==> config.mk <==
export PLATFORM = sky130hd
export DESIGN_NAME = mips_mc_controller_flat
export DESIGN_NICKNAME = d
export VERILOG_FILES = /design/src/rtl/mips_mc_pkg.sv /design/src/rtl/mips_mc_controller_if.sv /design/src/rtl/mips_alu_decoder.sv /design/src/rtl/mips_mc_controller.sv /design/src/flat_wrapper.sv
export SDC_FILE = /design/constraint.sdc
export NUM_CORES = 1
export LEC_CHECK = 0
export ABC_AREA = 1
export CORE_MARGIN = 10
export CORE_UTILIZATION = 38
export DETAILED_ROUTE_END_ITERATION = 7
export GPL_TIMING_DRIVEN = 0
export PLACE_DENSITY = 0.78
export SETUP_SLACK_MARGIN = 0.05
export SLEW_MARGIN = 20
export SYNTH_ARGS = -nofsm -noshare
export SYNTH_HDL_FRONTEND = slang
export SYNTH_SLANG_ARGS = --single-unit
==> constraint.sdc <==
create_clock -name clk -period 1.7 [get_ports clk]
set_input_delay 0.255 -clock clk [delete_from_list [all_inputs] [get_ports clk]]
set_output_delay 0.255 -clock clk [all_outputs]
set_load 0.02 [all_outputs]
==> src/rtl/mips_mc_pkg.sv <==
// rtl/mips_mc_pkg.sv - shared opcode, funct, ALU and select encodings for the multicycle MIPS
package mips_mc_pkg;

  localparam logic [5:0] OP_RTYPE = 6'b000000;
  localparam logic [5:0] OP_LW    = 6'b100011;
  localparam logic [5:0] OP_SW    = 6'b101011;
  localparam logic [5:0] OP_BEQ   = 6'b000100;
  localparam logic [5:0] OP_BNE   = 6'b000101;
  localparam logic [5:0] OP_ADDI  = 6'b001000;
  localparam logic [5:0] OP_J     = 6'b000010;

  localparam logic [5:0] F_ADD = 6'b100000;
  localparam logic [5:0] F_SUB = 6'b100010;
  localparam logic [5:0] F_AND = 6'b100100;
  localparam logic [5:0] F_OR  = 6'b100101;
  localparam logic [5:0] F_SLT = 6'b101010;

  localparam logic [2:0] ALU_ADD = 3'b010;
  localparam logic [2:0] ALU_SUB = 3'b110;
  localparam logic [2:0] ALU_AND = 3'b000;
  localparam logic [2:0] ALU_OR  = 3'b001;
  localparam logic [2:0] ALU_SLT = 3'b111;

  localparam logic [1:0] ALUOP_ADD   = 2'b00;
  localparam logic [1:0] ALUOP_SUB   = 2'b01;
  localparam logic [1:0] ALUOP_FUNCT = 2'b10;

  localparam logic [1:0] PCSRC_ALU    = 2'b00;
  localparam logic [1:0] PCSRC_ALUOUT = 2'b01;
  localparam logic [1:0] PCSRC_JUMP   = 2'b10;

  localparam logic [1:0] SRCB_REGB  = 2'b00;
  localparam logic [1:0] SRCB_FOUR  = 2'b01;
  localparam logic [1:0] SRCB_IMM   = 2'b10;
  localparam logic [1:0] SRCB_IMMSH = 2'b11;

  typedef enum logic [3:0] {
    S_FETCH   = 4'd0,
    S_DECODE  = 4'd1,
    S_MEMADR  = 4'd2,
    S_MEMRD   = 4'd3,
    S_MEMWB   = 4'd4,
    S_MEMWR   = 4'd5,
    S_RTYPEEX = 4'd6,
    S_RTYPEWB = 4'd7,
    S_BEQEX   = 4'd8,
    S_BNEEX   = 4'd9,
    S_ADDIEX  = 4'd10,
    S_ADDIWB  = 4'd11,
    S_JEX     = 4'd12,
    S_HALT    = 4'd13
  } state_t;

  // Dispatch out of DECODE; unknown opcodes either retire as a NOP or trap.
  function automatic state_t decode_next(input logic [5:0] op, input logic trap);
    case (op)
      OP_LW, OP_SW: decode_next = S_MEMADR;
      OP_RTYPE:     decode_next = S_RTYPEEX;
      OP_BEQ:       decode_next = S_BEQEX;
      OP_BNE:       decode_next = S_BNEEX;
      OP_ADDI:      decode_next = S_ADDIEX;
      OP_J:         decode_next = S_JEX;
      default:      decode_next = trap ? S_HALT : S_FETCH;
    endcase
  endfunction

endpackage

==> src/rtl/mips_mc_controller_if.sv <==
// rtl/mips_mc_controller_if.sv - controller/datapath control bundle
interface mips_mc_controller_if;
  logic [5:0] op;
  logic [5:0] funct;
  logic       zero;
  logic       pcen;
  logic [1:0] pcsrc;
  logic       alusrca;
  logic [1:0] alusrcb;
  logic [2:0] alucontrol;
  logic       iord;
  logic       irwrite;
  logic       memwrite;
  logic       regwrite;
  logic       regdst;
  logic       memtoreg;
  logic       bne_sign;
  logic       halt;

  modport master (
    input  op, funct, zero,
    output pcen, pcsrc, alusrca, alusrcb, alucontrol, iord, irwrite,
           memwrite, regwrite, regdst, memtoreg, bne_sign, halt
  );

  modport slave (
    output op, funct, zero,
    input  pcen, pcsrc, alusrca, alusrcb, alucontrol, iord, irwrite,
           memwrite, regwrite, regdst, memtoreg, bne_sign, halt
  );
endinterface

==> src/rtl/mips_alu_decoder.sv <==
// rtl/mips_alu_decoder.sv - alu_op plus funct to ALU control code
module mips_alu_decoder
  import mips_mc_pkg::*;
(
  input  logic [1:0] alu_op,
  input  logic [5:0] funct,
  output logic [2:0] alucontrol
);

  always_comb begin
    alucontrol = ALU_ADD;
    case (alu_op)
      ALUOP_SUB: alucontrol = ALU_SUB;
      ALUOP_FUNCT: begin
        // Unknown funct falls back to add; the writeback still happens.
        case (funct)
          F_ADD:   alucontrol = ALU_ADD;
          F_SUB:   alucontrol = ALU_SUB;
          F_AND:   alucontrol = ALU_AND;
          F_OR:    alucontrol = ALU_OR;
          F_SLT:   alucontrol = ALU_SLT;
          default: alucontrol = ALU_ADD;
        endcase
      end
      default: alucontrol = ALU_ADD;
    endcase
  end

endmodule

==> src/rtl/mips_mc_controller.sv <==
// rtl/mips_mc_controller.sv - multicycle MIPS main control FSM
module mips_mc_controller
  import mips_mc_pkg::*;
#(
  parameter logic ILLEGAL_TRAP = 1'b0
) (
  input logic clk,
  input logic rst,
  mips_mc_controller_if.master bus
);

  state_t     state;
  logic [1:0] alu_op;
  logic       pcwrite;
  logic       beq_state;
  logic       bne_state;

  always_ff @(posedge clk) begin
    if (!rst) begin
      state <= S_FETCH;
    end else begin
      case (state)
        S_FETCH:   state <= S_DECODE;
        S_DECODE:  state <= decode_next(bus.op, ILLEGAL_TRAP);
        S_MEMADR:  state <= (bus.op == OP_LW) ? S_MEMRD : S_MEMWR;
        S_MEMRD:   state <= S_MEMWB;
        S_RTYPEEX: state <= S_RTYPEWB;
        S_ADDIEX:  state <= S_ADDIWB;
        S_HALT:    state <= S_HALT;
        default:   state <= S_FETCH;
      endcase
    end
  end

  // Outputs are pure state decode; reset masks every strobe combinationally so a
  // falling rst kills any in-flight write in the same cycle.
  always_comb begin
    pcwrite      = 1'b0;
    beq_state    = 1'b0;
    bne_state    = 1'b0;
    alu_op       = ALUOP_ADD;
    bus.pcsrc    = PCSRC_ALU;
    bus.alusrca  = 1'b0;
    bus.alusrcb  = SRCB_REGB;
    bus.iord     = 1'b0;
    bus.irwrite  = 1'b0;
    bus.memwrite = 1'b0;
    bus.regwrite = 1'b0;
    bus.regdst   = 1'b0;
    bus.memtoreg = 1'b0;
    bus.bne_sign = 1'b0;
    bus.halt     = 1'b0;
    if (!rst) begin
      bus.alusrcb = SRCB_FOUR;
    end else begin
      case (state)
        S_FETCH: begin
          bus.irwrite = 1'b1;
          bus.alusrcb = SRCB_FOUR;
          bus.pcsrc   = PCSRC_ALU;
          pcwrite     = 1'b1;
        end
        S_DECODE: bus.alusrcb = SRCB_IMMSH;
        S_MEMADR, S_ADDIEX: begin
          bus.alusrca = 1'b1;
          bus.alusrcb = SRCB_IMM;
        end
        S_MEMRD: bus.iord = 1'b1;
        S_MEMWB: begin
          bus.regwrite = 1'b1;
          bus.memtoreg = 1'b1;
        end
        S_MEMWR: begin
          bus.iord     = 1'b1;
          bus.memwrite = 1'b1;
        end
        S_RTYPEEX: begin
          bus.alusrca = 1'b1;
          alu_op      = ALUOP_FUNCT;
        end
        S_RTYPEWB: begin
          bus.regwrite = 1'b1;
          bus.regdst   = 1'b1;
        end
        S_BEQEX: begin
          bus.alusrca = 1'b1;
          alu_op      = ALUOP_SUB;
          bus.pcsrc   = PCSRC_ALUOUT;
          beq_state   = 1'b1;
        end
        S_BNEEX: begin
          bus.alusrca  = 1'b1;
          alu_op       = ALUOP_SUB;
          bus.pcsrc    = PCSRC_ALUOUT;
          bus.bne_sign = 1'b1;
          bne_state    = 1'b1;
        end
        S_ADDIWB: bus.regwrite = 1'b1;
        S_JEX: begin
          bus.pcsrc = PCSRC_JUMP;
          pcwrite   = 1'b1;
        end
        S_HALT: bus.halt = 1'b1;
        default: ;
      endcase
    end
  end

  assign bus.pcen = pcwrite | (beq_state & bus.zero) | (bne_state & ~bus.zero);

  mips_alu_decoder u_alu_decoder (
    .alu_op     (alu_op),
    .funct      (bus.funct),
    .alucontrol (bus.alucontrol)
  );

endmodule

==> src/flat_wrapper.sv <==
// flat-port wrapper written by rule: the top's interface ports become plain ports
module mips_mc_controller_flat import mips_mc_pkg::*;
#(
  parameter logic ILLEGAL_TRAP = 1'b0
)
  (clk, rst, bus_op, bus_funct, bus_zero, bus_pcen, bus_pcsrc, bus_alusrca, bus_alusrcb, bus_alucontrol, bus_iord, bus_irwrite, bus_memwrite, bus_regwrite, bus_regdst, bus_memtoreg, bus_bne_sign, bus_halt);
  mips_mc_controller_if bus_i ();
  input logic clk;
  input logic rst;
  input wire logic [$bits(bus_i.op)-1:0] bus_op;
  input wire logic [$bits(bus_i.funct)-1:0] bus_funct;
  input wire logic [$bits(bus_i.zero)-1:0] bus_zero;
  output wire logic [$bits(bus_i.pcen)-1:0] bus_pcen;
  output wire logic [$bits(bus_i.pcsrc)-1:0] bus_pcsrc;
  output wire logic [$bits(bus_i.alusrca)-1:0] bus_alusrca;
  output wire logic [$bits(bus_i.alusrcb)-1:0] bus_alusrcb;
  output wire logic [$bits(bus_i.alucontrol)-1:0] bus_alucontrol;
  output wire logic [$bits(bus_i.iord)-1:0] bus_iord;
  output wire logic [$bits(bus_i.irwrite)-1:0] bus_irwrite;
  output wire logic [$bits(bus_i.memwrite)-1:0] bus_memwrite;
  output wire logic [$bits(bus_i.regwrite)-1:0] bus_regwrite;
  output wire logic [$bits(bus_i.regdst)-1:0] bus_regdst;
  output wire logic [$bits(bus_i.memtoreg)-1:0] bus_memtoreg;
  output wire logic [$bits(bus_i.bne_sign)-1:0] bus_bne_sign;
  output wire logic [$bits(bus_i.halt)-1:0] bus_halt;
  assign bus_i.op = bus_op;
  assign bus_i.funct = bus_funct;
  assign bus_i.zero = bus_zero;
  assign bus_pcen = bus_i.pcen;
  assign bus_pcsrc = bus_i.pcsrc;
  assign bus_alusrca = bus_i.alusrca;
  assign bus_alusrcb = bus_i.alusrcb;
  assign bus_alucontrol = bus_i.alucontrol;
  assign bus_iord = bus_i.iord;
  assign bus_irwrite = bus_i.irwrite;
  assign bus_memwrite = bus_i.memwrite;
  assign bus_regwrite = bus_i.regwrite;
  assign bus_regdst = bus_i.regdst;
  assign bus_memtoreg = bus_i.memtoreg;
  assign bus_bne_sign = bus_i.bne_sign;
  assign bus_halt = bus_i.halt;
  mips_mc_controller #(.ILLEGAL_TRAP(ILLEGAL_TRAP)) u_core (.clk(clk), .rst(rst), .bus(bus_i));
endmodule
==> reports/results.tsv, run 1 <==
metric	value	unit
outcome	finished, violations left	
violations	setup timing	
seq_area_frac_synth	13.1	%
syn_inst	120	
cts_root_buf	clkbuf_4	
filler_cell_count	133	
htreeDepth	1	
globalplace.congestion	0.827	
worstMarginPinSlew	0.354	ns
hold_viol	0	
clock-sinks	4	
grt_overflow_total	0	
largest_register_ffs	4	
muxShareOfSynthArea	0	%
drive_gt1_share	39.4	%
regArea	92.6	µm²
p_leak	0.000534	µW
syn2layout_area_growth	81.8	%
die_y	60.1	µm
synth_cell_types	19	
relSlewSlack	76.2	%
worstPathMaxFanout	4	
grt_pass1_vias	790	
powerDensity	319	mW/mm²
synth-compound-area-share	10.0	%
cts_tree	built	
ctsHoldBuffers	0	
insertedDiodeCount	0	
drtAntennaViolNets	0	
yosysWarnings	0	
fin_skew	0.00536	ns
setup_violations	3	
period_share	108	%
layout_commonest_cell	nor2_1	
nets	183	
synth.net_count	137	
fin_ws	-0.138	ns
peakVddDrop	0.576	mV
firstDrtPassIters	4	
final_cell_mix	nor2_1, nand2_1, inv_1, clkdlybuf4s50_1, buf_4	
clkTransAtPathRegs	0.03	ns
synth_fa_ha_area_share	4.09	%
hp-class	in2reg	
fp-row-count	14	
cts_max_path_buffers	2	
insertion_delay	0.23	ns
startpoint_type	flop	
slew_viol_final	0	
vias	892	
required	1.44	ns
synth_top_family_by_area	simple AND/OR/NAND/NOR gates	
reg.largest.list	u_core.state: 4 flops	
crit_arrival	1.58	ns
dp_hpwl	1720	µm
port_buffers	31	
period_needed	1.84	ns
max_cap_viol_count	0	
ys_ff_latch	4	
antenna_found_initial	0	
synth_largest_area_cell	nor2_1	
fp.coreArea	0.00151	mm²
start_util	40.6	%
fmax	544	MHz
cts_made_buffers	3	
synth_area_leaders	nor2_1, nand2_1, dfxtp_1	
wl	2310	µm
multiInputGateArea	536	µm²
die-width	60.1	µm
viasPerCell	4.93	
grt_pass1_wl	3320	µm
preCtsSetupSlack	-0.892	ns
synthXorXnorAreaFrac	0	%
ios	32	
syn_area_per_cell	5.10	µm²
grtUsageTotal	11.2	%
top_register	u_core.state	
synthSimpleGateAreaFrac	56.2	%
dieArea	0.00362	mm²
drtIter0Drc	21	
post_drt_wl_per_cell	12.8	µm
remaining_drc_errors	0	
rsz0062_at_grt	true	
crit_type	reg2out	
yosys.area.top_type_share	16.6	%
mappedNetlistArea	612	µm²
grt_max_degree	10	
crit_path_end_kind	output pin	
worst_hold_slack	0.432	ns
[through the flow]
step	power, µW	std cells	utilization [%]	area [µm²]	setup TNS (ns)
global placement	220	167	66.0	995	-7.77
floorplan	160	120	-	664	0
global route	381	181	73.8	1110	-0.563
detailed placement	221	167	66.0	995	-8.17
CTS	351	172	68.8	1040	-0.391
finish	355	181	73.8	1110	-0.319
[cell type report]
cell class / instances / share of cell area [%]
multi-input cells: 89 / 48.1
repair buffers: 41 / 29.8
inverters: 27 / 9.56
flip-flops and latches: 4 / 8.32
clock buffers: 4 / 2.36
well taps: 16 / 1.80
[cell usage after synthesis]
library cell,n
nand2_2,5
inv_1,17
dfxtp_1,4
nand4_1,1
nand2_1,24
nor3_1,1
nor2_2,3
o21ai_0,2
ha_1,2
clkinv_1,3
nor3_2,2
o22ai_1,3
nor2_1,27
a21oi_1,4
o21ai_1,1
inv_2,7
a211oi_1,1
nor2_4,1
nand3_1,12
[layer usage]
layer  global-route usage, %  vias up  part of all wire [%]
met1                    12.8      406                    40
li1                        -      464                     -
met4                    3.53        0                     0
met2                    20.0       22                    56
met5                       0        -                     0
met3                    2.33        0                   4.0
[report_power, final]
part	total [µW]	leakage (µW)	internal [µW]	switching (µW)
sequential	98.1	0.0000352	93.4	4.74
combinational	130	0.000484	59.5	70.2
clock	127	0.0000150	88.1	38.8
total	355	0.000534	241	114
[what timing repair did]
action / in CTS / in global routing
resized for setup: 55 / 38
pin swaps: 4 / 4
setup endpoints to repair: 17 / 15
setup buffers: 1 / 9
[kinds of logic (layout without fill, tap and decap cells)]
group / after synthesis / count (layout)
flip-flops: 4 / 4
AO/OA/AOI/OAI: 11 / 11
AND/OR/NAND/NOR: 76 / 76
buffers and inverters: 27 / 72
adder cells (fa/ha/maj): 2 / 2
[worst max-delay path, stage by stage, from the launching register on]
cell and delay, ns:
dfxtp_4 0.36, inv_4 0.07, nand2_4 0.06, nor3_4 0.24
inv_2 0.08, ha_4 0.27, nor2_4 0.09, nand2_2 0.05
buf_6 0.12
[worst paths after layout]
| kind | depth (start not counted) | from | slack (ns) | end |
|---|---|---|---|---|
| setup / recovery | 8 | u_core.state[2] | -0.14 | bus_alucontrol[1] |
| hold / removal | 3 | rst | 0.43 | u_core.state[1] |
| setup reg to reg | 8 | u_core.state[3] | 0.41 | u_core.state[1] |
| hold reg to reg | 5 | u_core.state[0] | 0.71 | u_core.state[0] |
Note: power is estimated with default switching activity, not from simulation.
==> inputs of run 2 (changes only) <==
--- a/config.mk
+++ b/config.mk
@@ -12,7 +12,6 @@
 export GPL_TIMING_DRIVEN = 0
 export PLACE_DENSITY = 0.78
 export SETUP_SLACK_MARGIN = 0.05
-export SLEW_MARGIN = 20
 export SYNTH_ARGS = -nofsm -noshare
 export SYNTH_HDL_FRONTEND = slang
 export SYNTH_SLANG_ARGS = --single-unit
==> results of run 2 <==
Same layout as run 1: the final DEF is identical, and so are final timing and power.
